`src/rtl/spi_slave_sync_if.sv`:
```
// spi_slave_sync_if: SPI pad signals plus core-side TX/RX valid/ready handshakes.
// Ports (slave view):
//   in : sclk, cs_n, mosi, cpol, cpha, tx_data, tx_valid, rx_ready
//   out: miso, miso_oe, tx_ready, rx_data, rx_valid, busy, frame_done, tx_underrun
// Optional macro SPI_SLAVE_SYNC_OVERRUN_EN adds:
//   in : ovr_clr
//   out: rx_overrun, ovr_count[7:0]
interface spi_slave_sync_if #(
    parameter int WIDTH = 8
);
    logic             sclk;
    logic             cs_n;
    logic             mosi;
    logic             miso;
    logic             miso_oe;
    logic             cpol;
    logic             cpha;
    logic [WIDTH-1:0] tx_data;
    logic             tx_valid;
    logic             tx_ready;
    logic [WIDTH-1:0] rx_data;
    logic             rx_valid;
    logic             rx_ready;
    logic             busy;
    logic             frame_done;
    logic             tx_underrun;
`ifdef SPI_SLAVE_SYNC_OVERRUN_EN
    logic             ovr_clr;
    logic             rx_overrun;
    logic [7:0]       ovr_count;
`endif

    modport slave (
        input  sclk, cs_n, mosi, cpol, cpha,
        input  tx_data, tx_valid, rx_ready,
`ifdef SPI_SLAVE_SYNC_OVERRUN_EN
        input  ovr_clr,
        output rx_overrun, ovr_count,
`endif
        output miso, miso_oe, tx_ready,
        output rx_data, rx_valid,
        output busy, frame_done, tx_underrun
    );

    modport master (
        output sclk, cs_n, mosi, cpol, cpha,
        output tx_data, tx_valid, rx_ready,
`ifdef SPI_SLAVE_SYNC_OVERRUN_EN
        output ovr_clr,
        input  rx_overrun, ovr_count,
`endif
        input  miso, miso_oe, tx_ready,
        input  rx_data, rx_valid,
        input  busy, frame_done, tx_underrun
    );
endinterface

```
`src/rtl/spi_slave_sync.sv`:
```
// spi_slave_sync: SPI slave (modes 0-3) running entirely on clk; sclk/cs_n/mosi
// are oversampled through SYNC_STAGES-deep synchronisers.
// Ports: clk, rst_n (async, active low), bus (spi_slave_sync_if.slave).
// Optional macro SPI_SLAVE_SYNC_OVERRUN_EN: sticky rx_overrun, saturating
// ovr_count, both cleared by ovr_clr.
module spi_slave_sync #(
    parameter int WIDTH       = 8,
    parameter int SYNC_STAGES = 2
) (
    input  logic            clk,
    input  logic            rst_n,
    spi_slave_sync_if.slave bus
);
    localparam int CW = $clog2(WIDTH);

    typedef enum logic {
        S_IDLE,
        S_ACTIVE
    } state_t;

    state_t r_state;
    state_t w_state_nxt;

    logic [SYNC_STAGES-1:0] r_sclk_sync;
    logic [SYNC_STAGES-1:0] r_cs_sync;
    logic [SYNC_STAGES-1:0] r_mosi_sync;
    logic                   r_sclk_d;
    logic                   r_cs_d;

    logic                   r_cpol;
    logic                   r_cpha;
    logic [CW-1:0]          r_bit_cnt;
    logic [WIDTH-1:0]       r_rx_sr;
    logic [WIDTH-1:0]       r_rx_data;
    logic                   r_rx_valid;
    logic [WIDTH-1:0]       r_hold;
    logic                   r_hold_full;
    logic [WIDTH-1:0]       r_tx_sr;
    logic                   r_miso;
    logic                   r_pend;
    logic                   r_uflow_pend;
    logic                   r_underrun;
    logic                   r_frame_done;

    logic                   w_sclk_s;
    logic                   w_cs_s;
    logic                   w_mosi_s;
    logic                   w_sclk_rise;
    logic                   w_sclk_fall;
    logic                   w_cs_rise;
    logic                   w_cs_fall;
    logic                   w_lead;
    logic                   w_trail;
    logic                   w_sample;
    logic                   w_shift;
    logic                   w_enter;
    logic                   w_leave;
    logic                   w_act_edge;
    logic                   w_smp;
    logic                   w_shf;
    logic                   w_word_done;
    logic [WIDTH-1:0]       w_rx_word;
    logic                   w_rx_take;
    logic                   w_rx_store;
    logic                   w_tx_hs;
    logic                   w_load;
    logic [WIDTH-1:0]       w_tx_src;
    logic                   w_tx_empty;

    // Input synchronisers and edge-detect history
    always_ff @(posedge clk or negedge rst_n) begin
        if (!rst_n) begin
            r_sclk_sync <= '0;
            r_cs_sync   <= '0;
            r_mosi_sync <= '0;
            r_sclk_d    <= 1'b0;
            r_cs_d      <= 1'b0;
        end else begin
            r_sclk_sync <= {r_sclk_sync[SYNC_STAGES-2:0], bus.sclk};
            r_cs_sync   <= {r_cs_sync[SYNC_STAGES-2:0], bus.cs_n};
            r_mosi_sync <= {r_mosi_sync[SYNC_STAGES-2:0], bus.mosi};
            r_sclk_d    <= w_sclk_s;
            r_cs_d      <= w_cs_s;
        end
    end

    assign w_sclk_s    = r_sclk_sync[SYNC_STAGES-1];
    assign w_cs_s      = r_cs_sync[SYNC_STAGES-1];
    assign w_mosi_s    = r_mosi_sync[SYNC_STAGES-1];
    assign w_sclk_rise = w_sclk_s & ~r_sclk_d;
    assign w_sclk_fall = ~w_sclk_s & r_sclk_d;
    assign w_cs_rise   = w_cs_s & ~r_cs_d;
    assign w_cs_fall   = ~w_cs_s & r_cs_d;

    assign w_lead   = r_cpol ? w_sclk_fall : w_sclk_rise;
    assign w_trail  = r_cpol ? w_sclk_rise : w_sclk_fall;
    assign w_sample = r_cpha ? w_trail : w_lead;
    assign w_shift  = r_cpha ? w_lead : w_trail;

    // FSM state register
    always_ff @(posedge clk or negedge rst_n) begin
        if (!rst_n) begin
            r_state <= S_IDLE;
        end else begin
            r_state <= w_state_nxt;
        end
    end

    // FSM next state and frame strobes
    always_comb begin
        w_state_nxt = r_state;
        w_enter     = 1'b0;
        w_leave     = 1'b0;
        unique case (r_state)
            S_IDLE: begin
                if (w_cs_fall) begin
                    w_state_nxt = S_ACTIVE;
                    w_enter     = 1'b1;
                end
            end
            S_ACTIVE: begin
                if (w_cs_rise) begin
                    w_state_nxt = S_IDLE;
                    w_leave     = 1'b1;
                end
            end
            default: w_state_nxt = S_IDLE;
        endcase
    end

    // A cs_n rise wins over an sclk edge seen in the same clk
    assign w_act_edge  = (r_state == S_ACTIVE) && !w_cs_rise;
    assign w_smp       = w_act_edge && w_sample;
    assign w_shf       = w_act_edge && w_shift;
    assign w_word_done = w_smp && (r_bit_cnt == CW'(WIDTH - 1));
    assign w_rx_word   = {r_rx_sr[WIDTH-2:0], w_mosi_s};
    assign w_rx_take   = r_rx_valid && bus.rx_ready;
    assign w_rx_store  = w_word_done && (!r_rx_valid || w_rx_take);

    // A pending word start is resolved on the next shift edge: that is where
    // its MSB must appear on miso. With cpha=0 the first word of a frame is
    // resolved on entry instead, so the MSB is ready before the first edge.
    assign w_tx_hs    = bus.tx_valid && !r_hold_full;
    assign w_load     = (w_enter && !bus.cpha) || (w_shf && r_pend);
    assign w_tx_src   = r_hold_full ? r_hold
                      : (w_tx_hs ? bus.tx_data : '0);
    assign w_tx_empty = !r_hold_full && !w_tx_hs;

    // Mode latch, bit counter and RX shift register
    always_ff @(posedge clk or negedge rst_n) begin
        if (!rst_n) begin
            r_cpol    <= 1'b0;
            r_cpha    <= 1'b0;
            r_bit_cnt <= '0;
            r_rx_sr   <= '0;
        end else begin
            if (w_enter) begin
                r_cpol <= bus.cpol;
                r_cpha <= bus.cpha;
            end
            if (w_enter || w_leave) begin
                r_bit_cnt <= '0;
                r_rx_sr   <= '0;
            end else if (w_smp) begin
                r_rx_sr   <= w_rx_word;
                r_bit_cnt <= w_word_done ? '0 : r_bit_cnt + CW'(1);
            end
        end
    end

    // RX output register and handshake
    always_ff @(posedge clk or negedge rst_n) begin
        if (!rst_n) begin
            r_rx_data  <= '0;
            r_rx_valid <= 1'b0;
        end else begin
            if (w_rx_store) begin
                r_rx_data  <= w_rx_word;
                r_rx_valid <= 1'b1;
            end else if (w_rx_take) begin
                r_rx_valid <= 1'b0;
            end
        end
    end

    // TX holding register; a load coinciding with a word start bypasses it
    always_ff @(posedge clk or negedge rst_n) begin
        if (!rst_n) begin
            r_hold      <= '0;
            r_hold_full <= 1'b0;
        end else begin
            if (w_load && r_hold_full) begin
                r_hold_full <= 1'b0;
            end else if (w_tx_hs && !w_load) begin
                r_hold      <= bus.tx_data;
                r_hold_full <= 1'b1;
            end
        end
    end

    // TX shift register and miso driver
    always_ff @(posedge clk or negedge rst_n) begin
        if (!rst_n) begin
            r_tx_sr <= '0;
            r_miso  <= 1'b0;
        end else begin
            if (w_leave) begin
                r_miso <= 1'b0;
            end else if (w_load) begin
                r_miso  <= w_tx_src[WIDTH-1];
                r_tx_sr <= w_tx_src << 1;
            end else if (w_shf) begin
                r_miso  <= r_tx_sr[WIDTH-1];
                r_tx_sr <= r_tx_sr << 1;
            end
        end
    end

    // Word-start bookkeeping. An empty-holding word start is only reported
    // once that word's first bit is sampled, so the speculative start after
    // the last word of a frame does not raise a false underrun.
    always_ff @(posedge clk or negedge rst_n) begin
        if (!rst_n) begin
            r_pend       <= 1'b0;
            r_uflow_pend <= 1'b0;
            r_underrun   <= 1'b0;
            r_frame_done <= 1'b0;
        end else begin
            r_underrun   <= w_smp && r_uflow_pend;
            r_frame_done <= w_leave;
            if (w_leave) begin
                r_pend <= 1'b0;
            end else if (w_enter) begin
                r_pend <= bus.cpha;
            end else if (w_word_done) begin
                r_pend <= 1'b1;
            end else if (w_load) begin
                r_pend <= 1'b0;
            end
            if (w_leave) begin
                r_uflow_pend <= 1'b0;
            end else if (w_load) begin
                r_uflow_pend <= w_tx_empty;
            end else if (w_smp) begin
                r_uflow_pend <= 1'b0;
            end
        end
    end

`ifdef SPI_SLAVE_SYNC_OVERRUN_EN
    logic       w_rx_drop;
    logic       r_rx_overrun;
    logic [7:0] r_ovr_count;

    assign w_rx_drop = w_word_done && r_rx_valid && !w_rx_take;

    // A drop in the same clk as a clear is still recorded
    always_ff @(posedge clk or negedge rst_n) begin
        if (!rst_n) begin
            r_rx_overrun <= 1'b0;
            r_ovr_count  <= '0;
        end else begin
            if (bus.ovr_clr) begin
                r_rx_overrun <= w_rx_drop;
                r_ovr_count  <= {7'd0, w_rx_drop};
            end else if (w_rx_drop) begin
                r_rx_overrun <= 1'b1;
                if (r_ovr_count != 8'hFF) begin
                    r_ovr_count <= r_ovr_count + 8'd1;
                end
            end
        end
    end

    assign bus.rx_overrun = r_rx_overrun;
    assign bus.ovr_count  = r_ovr_count;
`endif

    assign bus.miso        = r_miso;
    assign bus.miso_oe     = (r_state == S_ACTIVE);
    assign bus.busy        = (r_state == S_ACTIVE);
    assign bus.tx_ready    = !r_hold_full;
    assign bus.rx_data     = r_rx_data;
    assign bus.rx_valid    = r_rx_valid;
    assign bus.frame_done  = r_frame_done;
    assign bus.tx_underrun = r_underrun;

endmodule

```
`src/flat_wrapper.sv`:
```
// flat-port wrapper written by rule: the top's interface ports become plain ports
module spi_slave_sync_flat 
#(
    parameter int WIDTH       = 8,
    parameter int SYNC_STAGES = 2
)
  (clk, rst_n, bus_sclk, bus_cs_n, bus_mosi, bus_cpol, bus_cpha, bus_tx_data, bus_tx_valid, bus_rx_ready, bus_miso, bus_miso_oe, bus_tx_ready, bus_rx_data, bus_rx_valid, bus_busy, bus_frame_done, bus_tx_underrun);
  spi_slave_sync_if #(.WIDTH(WIDTH)) bus_i ();
  input  logic clk;
  input  logic rst_n;
  input wire logic [$bits(bus_i.sclk)-1:0] bus_sclk;
  input wire logic [$bits(bus_i.cs_n)-1:0] bus_cs_n;
  input wire logic [$bits(bus_i.mosi)-1:0] bus_mosi;
  input wire logic [$bits(bus_i.cpol)-1:0] bus_cpol;
  input wire logic [$bits(bus_i.cpha)-1:0] bus_cpha;
  input wire logic [$bits(bus_i.tx_data)-1:0] bus_tx_data;
  input wire logic [$bits(bus_i.tx_valid)-1:0] bus_tx_valid;
  input wire logic [$bits(bus_i.rx_ready)-1:0] bus_rx_ready;
  output wire logic [$bits(bus_i.miso)-1:0] bus_miso;
  output wire logic [$bits(bus_i.miso_oe)-1:0] bus_miso_oe;
  output wire logic [$bits(bus_i.tx_ready)-1:0] bus_tx_ready;
  output wire logic [$bits(bus_i.rx_data)-1:0] bus_rx_data;
  output wire logic [$bits(bus_i.rx_valid)-1:0] bus_rx_valid;
  output wire logic [$bits(bus_i.busy)-1:0] bus_busy;
  output wire logic [$bits(bus_i.frame_done)-1:0] bus_frame_done;
  output wire logic [$bits(bus_i.tx_underrun)-1:0] bus_tx_underrun;
  assign bus_i.sclk = bus_sclk;
  assign bus_i.cs_n = bus_cs_n;
  assign bus_i.mosi = bus_mosi;
  assign bus_i.cpol = bus_cpol;
  assign bus_i.cpha = bus_cpha;
  assign bus_i.tx_data = bus_tx_data;
  assign bus_i.tx_valid = bus_tx_valid;
  assign bus_i.rx_ready = bus_rx_ready;
  assign bus_miso = bus_i.miso;
  assign bus_miso_oe = bus_i.miso_oe;
  assign bus_tx_ready = bus_i.tx_ready;
  assign bus_rx_data = bus_i.rx_data;
  assign bus_rx_valid = bus_i.rx_valid;
  assign bus_busy = bus_i.busy;
  assign bus_frame_done = bus_i.frame_done;
  assign bus_tx_underrun = bus_i.tx_underrun;
  spi_slave_sync #(.WIDTH(WIDTH), .SYNC_STAGES(SYNC_STAGES)) u_core (.clk(clk), .rst_n(rst_n), .bus(bus_i));
endmodule
```
`config.mk`:
```
export PLATFORM = sky130hd
export DESIGN_NAME = spi_slave_sync_flat
export DESIGN_NICKNAME = d
export VERILOG_FILES = /design/src/rtl/spi_slave_sync_if.sv /design/src/rtl/spi_slave_sync.sv /design/src/flat_wrapper.sv
export SDC_FILE = /design/constraint.sdc
export NUM_CORES = 1
export LEC_CHECK = 0
export ABC_CLOCK_PERIOD_IN_PS = 2200
export CORE_MARGIN = 2
export CORE_UTILIZATION = 40
export CTS_BUF_LIST = sky130_fd_sc_hd__clkbuf_8
export DETAILED_ROUTE_END_ITERATION = 6
export PLACE_DENSITY_LB_ADDON = 0.25
export SLEW_MARGIN = 10
export SYNTH_ARGS = -nofsm -noshare
export SYNTH_HDL_FRONTEND = slang
export SYNTH_SLANG_ARGS = --single-unit
```
`constraint.sdc`:
```
create_clock -name clk -period 2.2 [get_ports clk]
set_input_delay 0.44 -clock clk [delete_from_list [all_inputs] [get_ports clk]]
set_output_delay 0.44 -clock clk [all_outputs]
set_load 0.01 [all_outputs]
```
==> flow_metrics.env <==
export IMPL_utilization_pct=50.02
export IMPL_yosys_area_share_adder_pct=1.133
export IMPL_yosysMostFrequentCell="dfrtp_1"
export IMPL_multiInputGateArea_um2=857.1
export IMPL_cts_root_buf="clkbuf_8"
export IMPL_synthMuxAreaShare_pct=11.10
export IMPL_max_clock_freq_mhz=495.5
export IMPL_vias=1546
export IMPL_fin_ws_ns=0.1819
export IMPL_min_period_ns=2.018
export IMPL_postCtsSetupBuffers=0
export IMPL_min_path_type="in -> async"
export IMPL_slew_viol_final=0
export IMPL_insertion_delay_ns=0.30
export IMPL_setup_viol=0
export IMPL_htreeDepth=2
export IMPL_fin_nets=237
export IMPL_wire_per_inst_um=14.28
export IMPL_pwr_share_clk_pct=21.3
export IMPL_period_share_pct=91.73
export IMPL_cts_max_path_buffers=2
export IMPL_fp_dieW_um=78.30
export IMPL_p_int_uw=1682
export IMPL_n_antenna_cell=0
export IMPL_grt_usage_pct=14.36
export IMPL_sw_frac_of_total_pct=29.92
export IMPL_grt_overflow=0
export IMPL_setup_tns_final_ns=0
export IMPL_regToRegSetupSlack_ns=0.32
export IMPL_synth_seq_cells=51
export IMPL_vias_per_cell=5.313
export IMPL_area_growth_pct=22.44
export IMPL_dieArea_um2=6131
export IMPL_synth_edf_count=0
export IMPL_synth_ff_type="dfrtp_1"
export IMPL_seq_area_um2=1276
export IMPL_detail_route_antenna_nets=0
export IMPL_crit_fanout=8
export IMPL_cts_sinks=51
export IMPL_fillerInstances=503
export IMPL_worst_slew_pin_slew_ns=0.4066
export IMPL_async_reset_ff_share_pct=100.0
export IMPL_seqPwrFrac_pct=52.7
export IMPL_worstSetupPathType="in -> reg"
export IMPL_rsz0062_at_grt="false"
export IMPL_critPathCaptureType="flop"
export IMPL_io_pins=32
export IMPL_slew_headroom_pct=72.81
export IMPL_syn_inst=182
export IMPL_skew_ns=0.006618
export IMPL_vdd_drop_max_mv=0.3857
export IMPL_synth_simple_gate_area_share_pct=12.18
export IMPL_place_congestion=0.7217
export IMPL_initial_core_util_pct=40.86
export IMPL_maxCapViolCount=0
export IMPL_critical_path_max_stage_delay_ns=0.78
export IMPL_pwr_share_comb_pct=26.1
export IMPL_synth_nets=201
export IMPL_num_rows=27
export IMPL_antenna_found_initial=0
export IMPL_crit_arrival_ns=2.21
export IMPL_yosys_warnings=0
export IMPL_hold_buffers=0
export IMPL_synth_area_um2=2208
export IMPL_synth_top_cells_by_count="dfrtp_1, mux2_2, a21oi_1"
export IMPL_synth_xor_area_share_pct=0.7365
export IMPL_drc=0
export IMPL_wirelength_um=4156
export IMPL_cts_buffers=5
export IMPL_cts_tree="built"
export IMPL_grt_pass1_vias=1471
export IMPL_crit_path_top_delay_cell="or4b_2"
export IMPL_portBuffers=31
export IMPL_dr_pass1_iters=4
export IMPL_synth_top_cell_area_share_pct=57.79
export IMPL_hold_viol=0
export IMPL_p_leak_uw=0.001196
export IMPL_startpoint_type="input pin"
export IMPL_cts_resized=0
export IMPL_status="finished clean"
export IMPL_layout_drive_gt1_share_pct=20.55
export IMPL_grt_max_degree=21
export IMPL_crit_chain="clkdlybuf4s50_1 -> or4b_2 -> o211ai_4 -> mux2_2"
export IMPL_grt_pass1_wl_um=6920
export IMPL_dp_slack_ns=-0.1568
export IMPL_synth_area_leaders="dfrtp_1, mux2_2, a21oi_1"
export IMPL_cts_clk_slew_worst_paths_ns=0.09
export IMPL_die_h_um=78.30
export IMPL_synth_seq_area_share_pct=57.79
export IMPL_power_density_nw_per_um2=887.5
export IMPL_synth_cell_types=36
export IMPL_yosys_area_top_type="dfrtp_1"
export IMPL_hpwl_um=2939
export IMPL_switchingPower_uw=718.0
export IMPL_r2r_cells=3
export IMPL_required_ns=2.39
export IMPL_core_area_um2=5405
export IMPL_synth_top_family_by_area="compound AO/OA/AOI/OAI gates"
export IMPL_synth_compound_area_share_pct=13.65
export IMPL_drtIter0Drc=110
export IMPL_syn_avg_cell_area_um2=12.13
==> power by group through the flow <==
stage                     logic, uW  clock network (uW)  registers (uW)
after floorplan                 479                   0            1230
after CTS                       635                 526            1260
after detailed placement        634                   0            1280
final                           626                 511            1260
after global routing            701                 575            1290
after global placement          624                   0            1280
==> flip-flops by register name, indices dropped and copies added (netlist names), 2 cells and up <==
signal and cells:
u_core.r_rx_sr 7, u_core.r_cs_sync 2, u_core.r_sclk_sync 2, u_core.r_tx_sr 7, u_core.r_bit_cnt 3, u_core.r_hold 8
u_core.bus.rx_data 8, u_core.r_mosi_sync 2
==> stage by stage <==
step	power (uW)	hold WS [ns]	std cells	area (um2)
final	2400	0.05289	291	2704
after global routing	2564	0.07386	291	2704
after CTS	2425	0.06435	291	2704
after detailed placement	1917	0.3347	283	2623
after global placement	1900	0.3331	283	2623
after floorplan	1714	0.1444	182	2208
==> path summary, 6_finish.rpt <==
check | to | from
setup / recovery | u_core.r_hold[3] | bus_cpha
hold / removal | u_core.bus.rx_data[4] | rst_n
setup reg to reg | u_core.r_hold[3] | u_core.bus.busy
hold reg to reg | u_core.r_mosi_sync[1] | u_core.r_mosi_sync[0]
max in group asynchronous | u_core.r_bit_cnt[2] | rst_n
min in group clk | u_core.r_mosi_sync[1] | u_core.r_mosi_sync[0]
==> placed cells by master (no fill, tap or decap), drive strengths merged, types with 2 or more instances in the layout <==
| master | instances |
|---|---|
| a21oi | 12 |
| a221oi | 6 |
| a22oi | 7 |
| buf | 12 |
| clkbuf | 5 |
| clkdlybuf4s50 | 30 |
| dfrtp | 51 |
| ha | 2 |
| inv | 5 |
| mux2 | 20 |
| mux2i | 2 |
| nand2 | 7 |
| nand2b | 4 |
| nand3 | 9 |
| nand4b | 2 |
| nor2 | 9 |
| nor2b | 3 |
| nor4 | 6 |
| o211ai | 2 |
| o21ai | 12 |
==> layout make-up <==
| cell class | instances | area share (%) |
|---|---|---|
| timing repair buffer | 42 | 14.35 |
| inverter | 3 | 0.4165 |
| multi-input combinational | 115 | 31.70 |
| tap | 72 | 3.332 |
| clock inverter | 3 | 0.4627 |
| sequential | 51 | 47.20 |
| clock buffer | 5 | 2.545 |
==> critical path, delay by kind of cell <==
kind / cells / cell delay, ns
AOI/OAI and AO/OA: 1 / 0.20
buffers and inverters: 1 / 0.42
muxes: 1 / 0.37
and+or+nand+nor: 1 / 0.78
==> layer usage <==
metal | track usage (%) | up-vias | part of all wire [%]
met1 | 19.50 | 777 | 48
met2 | 22.67 | 27 | 47
met4 | 5.789 | 0 | 1.5
met3 | 2.874 | 5 | 3.2
met5 | 0 | - | 0
li1 | - | 737 | -
==> logic make-up (layout without fill, tap and decap cells) <==
group,after synthesis,count (layout)
mux,22,22
buf+inv,16,53
simple gates,47,47
flops,51,51
xor+xnor,1,1
compound gates,43,43
fa+ha+maj,2,2
Power figures use the tool's default switching activity.
